<file path="src/rtl/cmos_frame_packer.sv">
// Crops a window out of a CMOS pixel stream, converts RGB888 to RGB565 and packs
// two pixels per 32-bit FIFO word, with frame start/done/error reporting.
module cmos_frame_packer #(
    parameter int H_START = 0,
    parameter int V_START = 0,
    parameter int H_SIZE  = 640,
    parameter int V_SIZE  = 480
) (
    input  logic        cmos_pclk,
    input  logic        rst_n,
    input  logic        capture_en,
    input  logic        pix_vsync,
    input  logic        pix_href,
    input  logic        pix_ce,
    input  logic [23:0] pix_data,
    input  logic        fifo_full,
    output logic        fifo_wr_en,
    output logic [31:0] fifo_wr_data,
    output logic        frame_start,
    output logic        frame_done,
    output logic        frame_err,
    output logic        overflow,
    output logic [15:0] frame_cnt
);

    localparam logic [1:0] IDLE    = 2'd0;
    localparam logic [1:0] ARMED   = 2'd1;
    localparam logic [1:0] CAPTURE = 2'd2;
    localparam logic [1:0] DROP    = 2'd3;

    localparam logic [15:0] H_START_C = 16'(H_START);
    localparam logic [15:0] V_START_C = 16'(V_START);
    localparam logic [15:0] H_SIZE_C  = 16'(H_SIZE);
    localparam logic [15:0] V_SIZE_C  = 16'(V_SIZE);
    localparam logic [15:0] V_LAST_C  = 16'(V_START + V_SIZE - 1);

    logic [1:0]  state_q, state_d;
    logic        vsync_q, vsync_d;
    logic        href_q, href_d;
    logic [15:0] col_q, col_d;
    logic [15:0] line_q, line_d;
    logic [15:0] hold_q, hold_d;
    logic        held_q, held_d;
    logic        done_pend_q, done_pend_d;
    logic        wr_en_q, wr_en_d;
    logic [31:0] wr_data_q, wr_data_d;
    logic        start_q, start_d;
    logic        done_q, done_d;
    logic        err_q, err_d;
    logic        ovf_q, ovf_d;
    logic [15:0] cnt_q, cnt_d;

    logic        vsync_rise, href_rise, href_fall, pix_accept, in_win;
    logic [15:0] col_eff, col_off, line_off, px565;
    logic        write_req;
    logic [31:0] write_word;
    logic        unused_pix_bits;

    assign vsync_rise = pix_vsync & ~vsync_q;
    assign href_rise  = pix_href & ~href_q;
    assign href_fall  = ~pix_href & href_q;
    assign pix_accept = pix_ce & pix_href;

    // A pixel arriving on the href rise cycle is column 0 of the new line.
    assign col_eff  = href_rise ? 16'd0 : col_q;
    // Offsets wrap below the window start, so a single unsigned compare covers both bounds.
    assign col_off  = col_eff - H_START_C;
    assign line_off = line_q - V_START_C;
    assign in_win   = (col_off < H_SIZE_C) && (line_off < V_SIZE_C);
    assign px565    = {pix_data[23:19], pix_data[15:10], pix_data[7:3]};
    assign unused_pix_bits = ^{pix_data[18:16], pix_data[9:8], pix_data[2:0]};

    always_comb begin
        vsync_d     = pix_vsync;
        href_d      = pix_href;
        state_d     = state_q;
        col_d       = col_q;
        line_d      = line_q;
        hold_d      = hold_q;
        held_d      = held_q;
        done_pend_d = 1'b0;
        wr_en_d     = 1'b0;
        wr_data_d   = wr_data_q;
        start_d     = 1'b0;
        done_d      = 1'b0;
        err_d       = 1'b0;
        ovf_d       = ovf_q;
        cnt_d       = cnt_q;
        write_req   = 1'b0;
        write_word  = 32'd0;

        // Deferred completion after a final unpaired word was flushed.
        if (done_pend_q) begin
            done_d = 1'b1;
            cnt_d  = cnt_q + 16'd1;
        end

        case (state_q)
            IDLE, DROP: begin
                if (vsync_rise) begin
                    col_d  = 16'd0;
                    line_d = 16'd0;
                    held_d = 1'b0;
                    if (capture_en) begin
                        state_d = ARMED;
                        start_d = 1'b1;
                    end else begin
                        state_d = IDLE;
                    end
                end
            end
            default: begin
                if (vsync_rise) begin
                    err_d  = 1'b1;
                    col_d  = 16'd0;
                    line_d = 16'd0;
                    held_d = 1'b0;
                    if (capture_en) begin
                        state_d = ARMED;
                        start_d = 1'b1;
                    end else begin
                        state_d = IDLE;
                    end
                end else if ((state_q == CAPTURE) || href_rise) begin
                    state_d = CAPTURE;
                    col_d   = col_eff;
                    if (pix_accept) begin
                        col_d = col_eff + 16'd1;
                        if (in_win) begin
                            if (!held_q) begin
                                hold_d = px565;
                                held_d = 1'b1;
                            end else begin
                                write_req  = 1'b1;
                                write_word = {px565, hold_q};
                            end
                        end
                    end
                    if (href_fall) begin
                        line_d = line_q + 16'd1;
                        if (held_q) begin
                            write_req  = 1'b1;
                            write_word = {16'd0, hold_q};
                        end
                        if (line_q == V_LAST_C) begin
                            state_d = IDLE;
                            if (held_q) begin
                                done_pend_d = 1'b1;
                            end else begin
                                done_d = 1'b1;
                                cnt_d  = cnt_q + 16'd1;
                            end
                        end
                    end
                    if (write_req) begin
                        held_d = 1'b0;
                        if (fifo_full) begin
                            ovf_d       = 1'b1;
                            err_d       = 1'b1;
                            state_d     = DROP;
                            done_d      = done_pend_q;
                            cnt_d       = done_pend_q ? cnt_q + 16'd1 : cnt_q;
                            done_pend_d = 1'b0;
                        end else begin
                            wr_en_d   = 1'b1;
                            wr_data_d = write_word;
                        end
                    end
                end
            end
        endcase
    end

    always_ff @(posedge cmos_pclk or negedge rst_n) begin
        if (!rst_n) begin
            state_q     <= IDLE;
            vsync_q     <= 1'b0;
            href_q      <= 1'b0;
            col_q       <= 16'd0;
            line_q      <= 16'd0;
            hold_q      <= 16'd0;
            held_q      <= 1'b0;
            done_pend_q <= 1'b0;
            wr_en_q     <= 1'b0;
            wr_data_q   <= 32'd0;
            start_q     <= 1'b0;
            done_q      <= 1'b0;
            err_q       <= 1'b0;
            ovf_q       <= 1'b0;
            cnt_q       <= 16'd0;
        end else begin
            state_q     <= state_d;
            vsync_q     <= vsync_d;
            href_q      <= href_d;
            col_q       <= col_d;
            line_q      <= line_d;
            hold_q      <= hold_d;
            held_q      <= held_d;
            done_pend_q <= done_pend_d;
            wr_en_q     <= wr_en_d;
            wr_data_q   <= wr_data_d;
            start_q     <= start_d;
            done_q      <= done_d;
            err_q       <= err_d;
            ovf_q       <= ovf_d;
            cnt_q       <= cnt_d;
        end
    end

    assign fifo_wr_en   = wr_en_q;
    assign fifo_wr_data = wr_data_q;
    assign frame_start  = start_q;
    assign frame_done   = done_q;
    assign frame_err    = err_q;
    assign overflow     = ovf_q;
    assign frame_cnt    = cnt_q;

endmodule

</file>
<file path="config.mk">
export PLATFORM = sky130hd
export DESIGN_NAME = cmos_frame_packer
export DESIGN_NICKNAME = d
export VERILOG_FILES = /design/src/rtl/cmos_frame_packer.sv
export SDC_FILE = /design/constraint.sdc
export NUM_CORES = 1
export LEC_CHECK = 0
export ABC_AREA = 1
export CORE_AREA = 2 2 127 179
export DETAILED_ROUTE_END_ITERATION = 8
export DIE_AREA = 0 0 129 181
export PLACE_DENSITY_LB_ADDON = 0.1
export SYNTH_ARGS = -nofsm -noshare
export SYNTH_HDL_FRONTEND = slang
export SYNTH_SLANG_ARGS = --single-unit
</file>
<file path="constraint.sdc">
create_clock -name cmos_pclk -period 2 [get_ports cmos_pclk]
set_input_delay 0.4 -clock cmos_pclk [delete_from_list [all_inputs] [get_ports cmos_pclk]]
set_output_delay 0.4 -clock cmos_pclk [all_outputs]
set_load 0.02 [all_outputs]
</file>
After elaboration in Yosys (flattened, before gate mapping)
Index checks and enable logic that the tools add are counted.
Widths: inputs -> output; s select.

cells by class
  muxes and demuxes = 76
  reductions and logical operators = 14
  bitwise logic cells = 11
  equal/unequal tests = 4
  $lt $le $gt $ge = 2
  add/sub/neg operators = 3

operators by type and width
  kind                   count
  $mux 16                19
  $mux 32                5
  $add 16x1->16 const B  3
  $mux 1                 44
  $eq 16x9->1 const B    1
  $lt 16x10->1 const B   1
  $lt 16x9->1 const B    1
  $mux 2                 8
  $reduce_and 5->1       2
  $not 1->1              7
  $reduce_and 6->1       1
  $reduce_bool 3->1      2
  $and 1x1->1            4
  $eq 2x2->1 const B     2
  $reduce_and 4->1       1
  $reduce_bool 2->1      2
  $reduce_and 3->1       1
  $logic_not 2->1        1
  $ne 2x2->1 const B     1
  $reduce_and 2->1       1
  $reduce_or 2->1        1
  $logic_and 1x1->1      1
  $logic_or 1x1->1       1

storage, ports and cells
  input port bits = 31
  output and inout port bits = 53
  logic and storage cells = 125
  bits in registers = 107

Logic depth before layout (Yosys ltp)
  depth after elaboration = 16
  gate-level depth with buffers = 13
  depth with buffers taken out = 12

Worst setup path after synthesis
OpenSTA, ideal clock, no wires.

  path kind = in2reg
  start = input pix_href
  end = register col_q[8]
  setup slack = 0.272 ns
  path buffers = 0
  arrival = 1.599 ns
  required time = 1.871 ns
  cell stages on the path = 11
  setup time = 0.129 ns
  cells stage by stage = inv_2 -> nor2_4 -> nor2_1 -> ha_1 -> nand2_1 -> nor3_1 -> nand2_1 -> nor2_1 -> a21oi_1 -> o21ai_0 -> o21ai_0

on the way
  cells in the longest elaborated chain, start to end = 7
  elaborated cells on any way between the ends = 11
  those cells by class = add/sub: 1; mux: 5; bitwise: 2; reduce/logical: 3

RTL lines
  what                  line  RTL
  from (decl)           13    input logic pix_href,
  $and 1x1->1           60    assign href_rise = pix_href & ~href_q;
  $mux 16               65    assign col_eff = href_rise ? 16'd0 : col_q;
  $add 16x1->16         128   col_d = col_eff + 16'd1;
  $mux 16               127   if (pix_accept) begin
  $mux 16               124   end else if ((state_q == CAPTURE) || href_rise) begin
  $mux 16               113   if (vsync_rise) begin
  $mux 16               98    case (state_q)
  to (signal assigned)  195   col_q <= col_d;
  to (decl)             40    logic [15:0] col_q, col_d;

Parallel ways exist; a longest one is shown, timed or not. The select of a mux whose other input is x is not followed.
A chain may end at the register's enable or synchronous reset.

Worst setup path in the final report
  start = register state_q[1]
  end = register col_q[9]

on the way
  cells in the longest elaborated chain, start to end = 4
  elaborated cells on any way between the ends = 9
  those cells by class = eq/ne: 3; mux: 1; reduce/logical: 5

RTL lines
  what                                                       line     RTL
  from (decl)                                                37       logic [1:0] state_q, state_d;
  from (signal assigned)                                     192      state_q <= state_d;
  $eq 2x2->1, or another cell as far along                   98
  $reduce_or 2->1 or $logic_or 1x1->1 (tied branches)        98, 124
  $ne 2x2->1 (no line) or $reduce_bool 2->1 (tied branches)  -
  $reduce_and 2->1 (no line)                                 -

Parallel ways exist; a longest one is shown, timed or not.

==> summary.md <==
| Metric | Value |
|---|---|
| Area growth, synth to finish | `34.8%` |
| Max Cap Viol | `0` |
| Total clock buffers created by CTS | `9` |
| Power Dens Cells | `858 mW/mm²` |
| Main area contributors after synthesis | `dfrtp_1 50%, nand2_1 17%, inv_1 6.6%` |
| Final worst-path cycle share | `0.927` |
| Ordered cell list for the critical path | `ha_1, nor2_4, buf_4, nor2_1, clkinv_1, buf_4, o21ai_0` |
| Post-synthesis cell count | `710` |
| Unique masters post-synth | `33` |
| Port buffer count | `75` |
| Clk_lat worst skew | `360 ps` |
| Mapped Area | `0.00535 mm²` |
| CTS Buffer Depth | `2` |
| Share of cells above drive strength 1 | `0.122` |
| Peak VDD IR | `0.437 mV` |
| Cell leakage power | `3.62 nW` |
| Post-synth EDFFs | `0` |
| Initial antenna violation count | `0` |
| Actual slew at the worst max-slew pin | `612 ps` |
| Reg area | `0.00268 mm²` |
| Final core occ | `0.333` |
| Clock sinks | `107` |
| Hpwl dp | `11100 µm` |
| Die X | `129 µm` |
| Worst-path fanout max | `9` |
| Clock root buffer | `clkbuf_16` |
| Detail Route Antenna Nets | `0` |
| Filler cells | `2348` |
| CP endpoint kind | `register` |
| Synthesized net count | `745` |
| Number of global-route vias before repair | `5200` |
| Slew margin rel. | `0.592` |
| Via count | `4894` |
| Yosys warns | `0` |
| Routed vias/inst | `4.28` |
| Required time of the critical path | `2270 ps` |
| CP startpoint | `state_q[1]` |
| FP Rows | `64` |
| Most common cell in the netlist | `nand2_1` |
| Tmin final | `1850 ps` |
| Synth Area per Inst | `7.54 µm²` |
| Cell repeated most along the worst path | `buf_4` |
| Post-CTS Setup Inserts | `0` |
| RR Startpoint | `state_q[1]` |
| Hold-fix buffers, CTS | `0` |
| Worst r2r path cells | `7` |
| DRC Markers | `0` |
| Flop and latch count out of synthesis | `107` |
| Setup TNS Final | `0 ps` |
| Largest net degree at the start of global routing | `108` |
| First-pass GRT wire length | `25900 µm` |
| Grt total ovfl | `0` |
| Die footprint | `0.0233 mm²` |
| Multi-input combinational cell area | `0.00225 mm²` |
| Synth top cells by count | `246 x nand2_1, 107 x dfrtp_1, 94 x inv_1` |
| Max incr delay on CP | `470 ps` |
| Crit Path Class | `register to register` |
| Share of the synthesized area in the top cell type | `0.500` |
| Total GRT Usage | `0.139` |
| RSZ-0062 raised after global routing | `true` |
| Buf+Inv Stages, Crit Path | `3` |
| Final hold vios | `0` |
| Slowest cell on crit path | `ha_1` |
| DRC marker count from the first detailed-route iteration | `173` |
| Worst R2R End | `col_q[9]` |
| Register area share after synthesis | `0.500` |
| Ys async rst share | `1.00` |
| Clk pin slew, worst setup/hold paths | `80 ps` |
| H-tree Lvls | `3` |
| DRT Pass-1 Iters | `4` |
| Initial Utilization | `0.247` |
| Worst R2R Setup Slack | `150 ps` |
| Antenna cells | `0` |
| RD Place Congestion | `0.811` |
| CTS tree | `done` |
| Status | `completed` |
| Overall Power | `0.00620 W` |
| Worst EP arrival | `2120 ps` |
| Nets | `878` |
| Core area | `0.0217 mm²` |
| Startpoint types | `register` |
| Area leader, netlist | `dfrtp_1` |
| Crit path max-delay family | `adder cells` |
| WL/cell | `13.3 µm` |
| Top_reg_cell synth | `dfrtp_1` |
| Final wirelength | `15200 µm` |
| Fmax | `0.539 GHz` |
| Ports | `84` |
| Setup violators final | `0` |
| Die H | `181 µm` |
| Final Max Tran Viols | `0` |
| Worst min-delay path class | `input pin to async pin` |
| Clock Skew | `15.2 ps` |
## routing by layer
metal  global-route usage  vias to the layer above  part of all wire
li1                     -                     2483                 -
met1                0.165                     2314              0.44
met2                0.246                       77              0.51
met3               0.0278                       20             0.031
met4               0.0522                        0             0.021
met5                    0                        -                 0
## cells in the final DEF, fill, tap and decap left out, types with 14 or more instances in the layout
master	netlist	final
clkdlybuf4s50_1	0	73
inv_1	94	94
nand2_1	246	245
nor2_1	73	70
o21ai_0	29	29
dfrtp_1	107	107
o21ai_1	14	14
nor3_1	17	16
buf_4	4	61
nand3_1	38	37
## cells by family (layout without fill, tap and decap cells)
family	Yosys count	in the layout	synth area share
xor gates and xnor gates	13	13	0.0213
AOI/OAI and AO/OA	67	67	0.0671
adders and majority gates	4	4	0.00935
DFF	107	107	0.500
and+or+nand+nor	403	404	0.314
buffers and inverters	116	252	0.0879
## registers in the layout, indices dropped and copies added, names as in the netlist, 2 cells and up
register      flops
state_q           2
frame_cnt        16
fifo_wr_data     32
hold_q           16
col_q            16
line_q           16
## per-stage QoR
stage	std cells	hold slack, ps	worst slack [ps]	cell area (µm²)
floorplan	710	104	272	5350
global placement	1128	457	-496	6890
detailed placement	1128	452	-529	6890
CTS	1143	143	61.6	7180
global route	1144	176	-12.3	7220
finish	1144	97.3	146	7220
## where the power goes
| group | total [W] | switching (W) | internal, W |
|---|---|---|---|
| clock network | 0.00178 | 0.000862 | 0.000917 |
| logic | 0.00169 | 0.000947 | 0.000743 |
| registers | 0.00273 | 0.000218 | 0.00251 |
## worst max path at each step
stage	endpoint	slack, ps	cells after the start
4_1_cts	fifo_wr_data[25]	60	7
3_5_place_dp	col_q[8]	-530	12
6_report	col_q[9]	150	7
3_3_place_gp	col_q[8]	-500	12
2_1_floorplan	col_q[8]	270	11
5_1_grt	line_q[12]	-10	10
## cell type report
class                      instances  share of cell area
clock buffer                      11              0.0350
clock inverter                     4             0.00468
inverter                          99              0.0515
multi-input combinational        488               0.312
sequential                       107               0.371
tap                              297              0.0515
timing repair buffer             138               0.174
## repair_timing
action | CTS | global route
cloned | 0 | 1
endpoints found under the hold margin | 0 | 0
gates resized for setup | 3 | 8
endpoints found under the setup margin | 5 | 47
pin swaps | 1 | 2
Power figures use the tool's default switching activity.
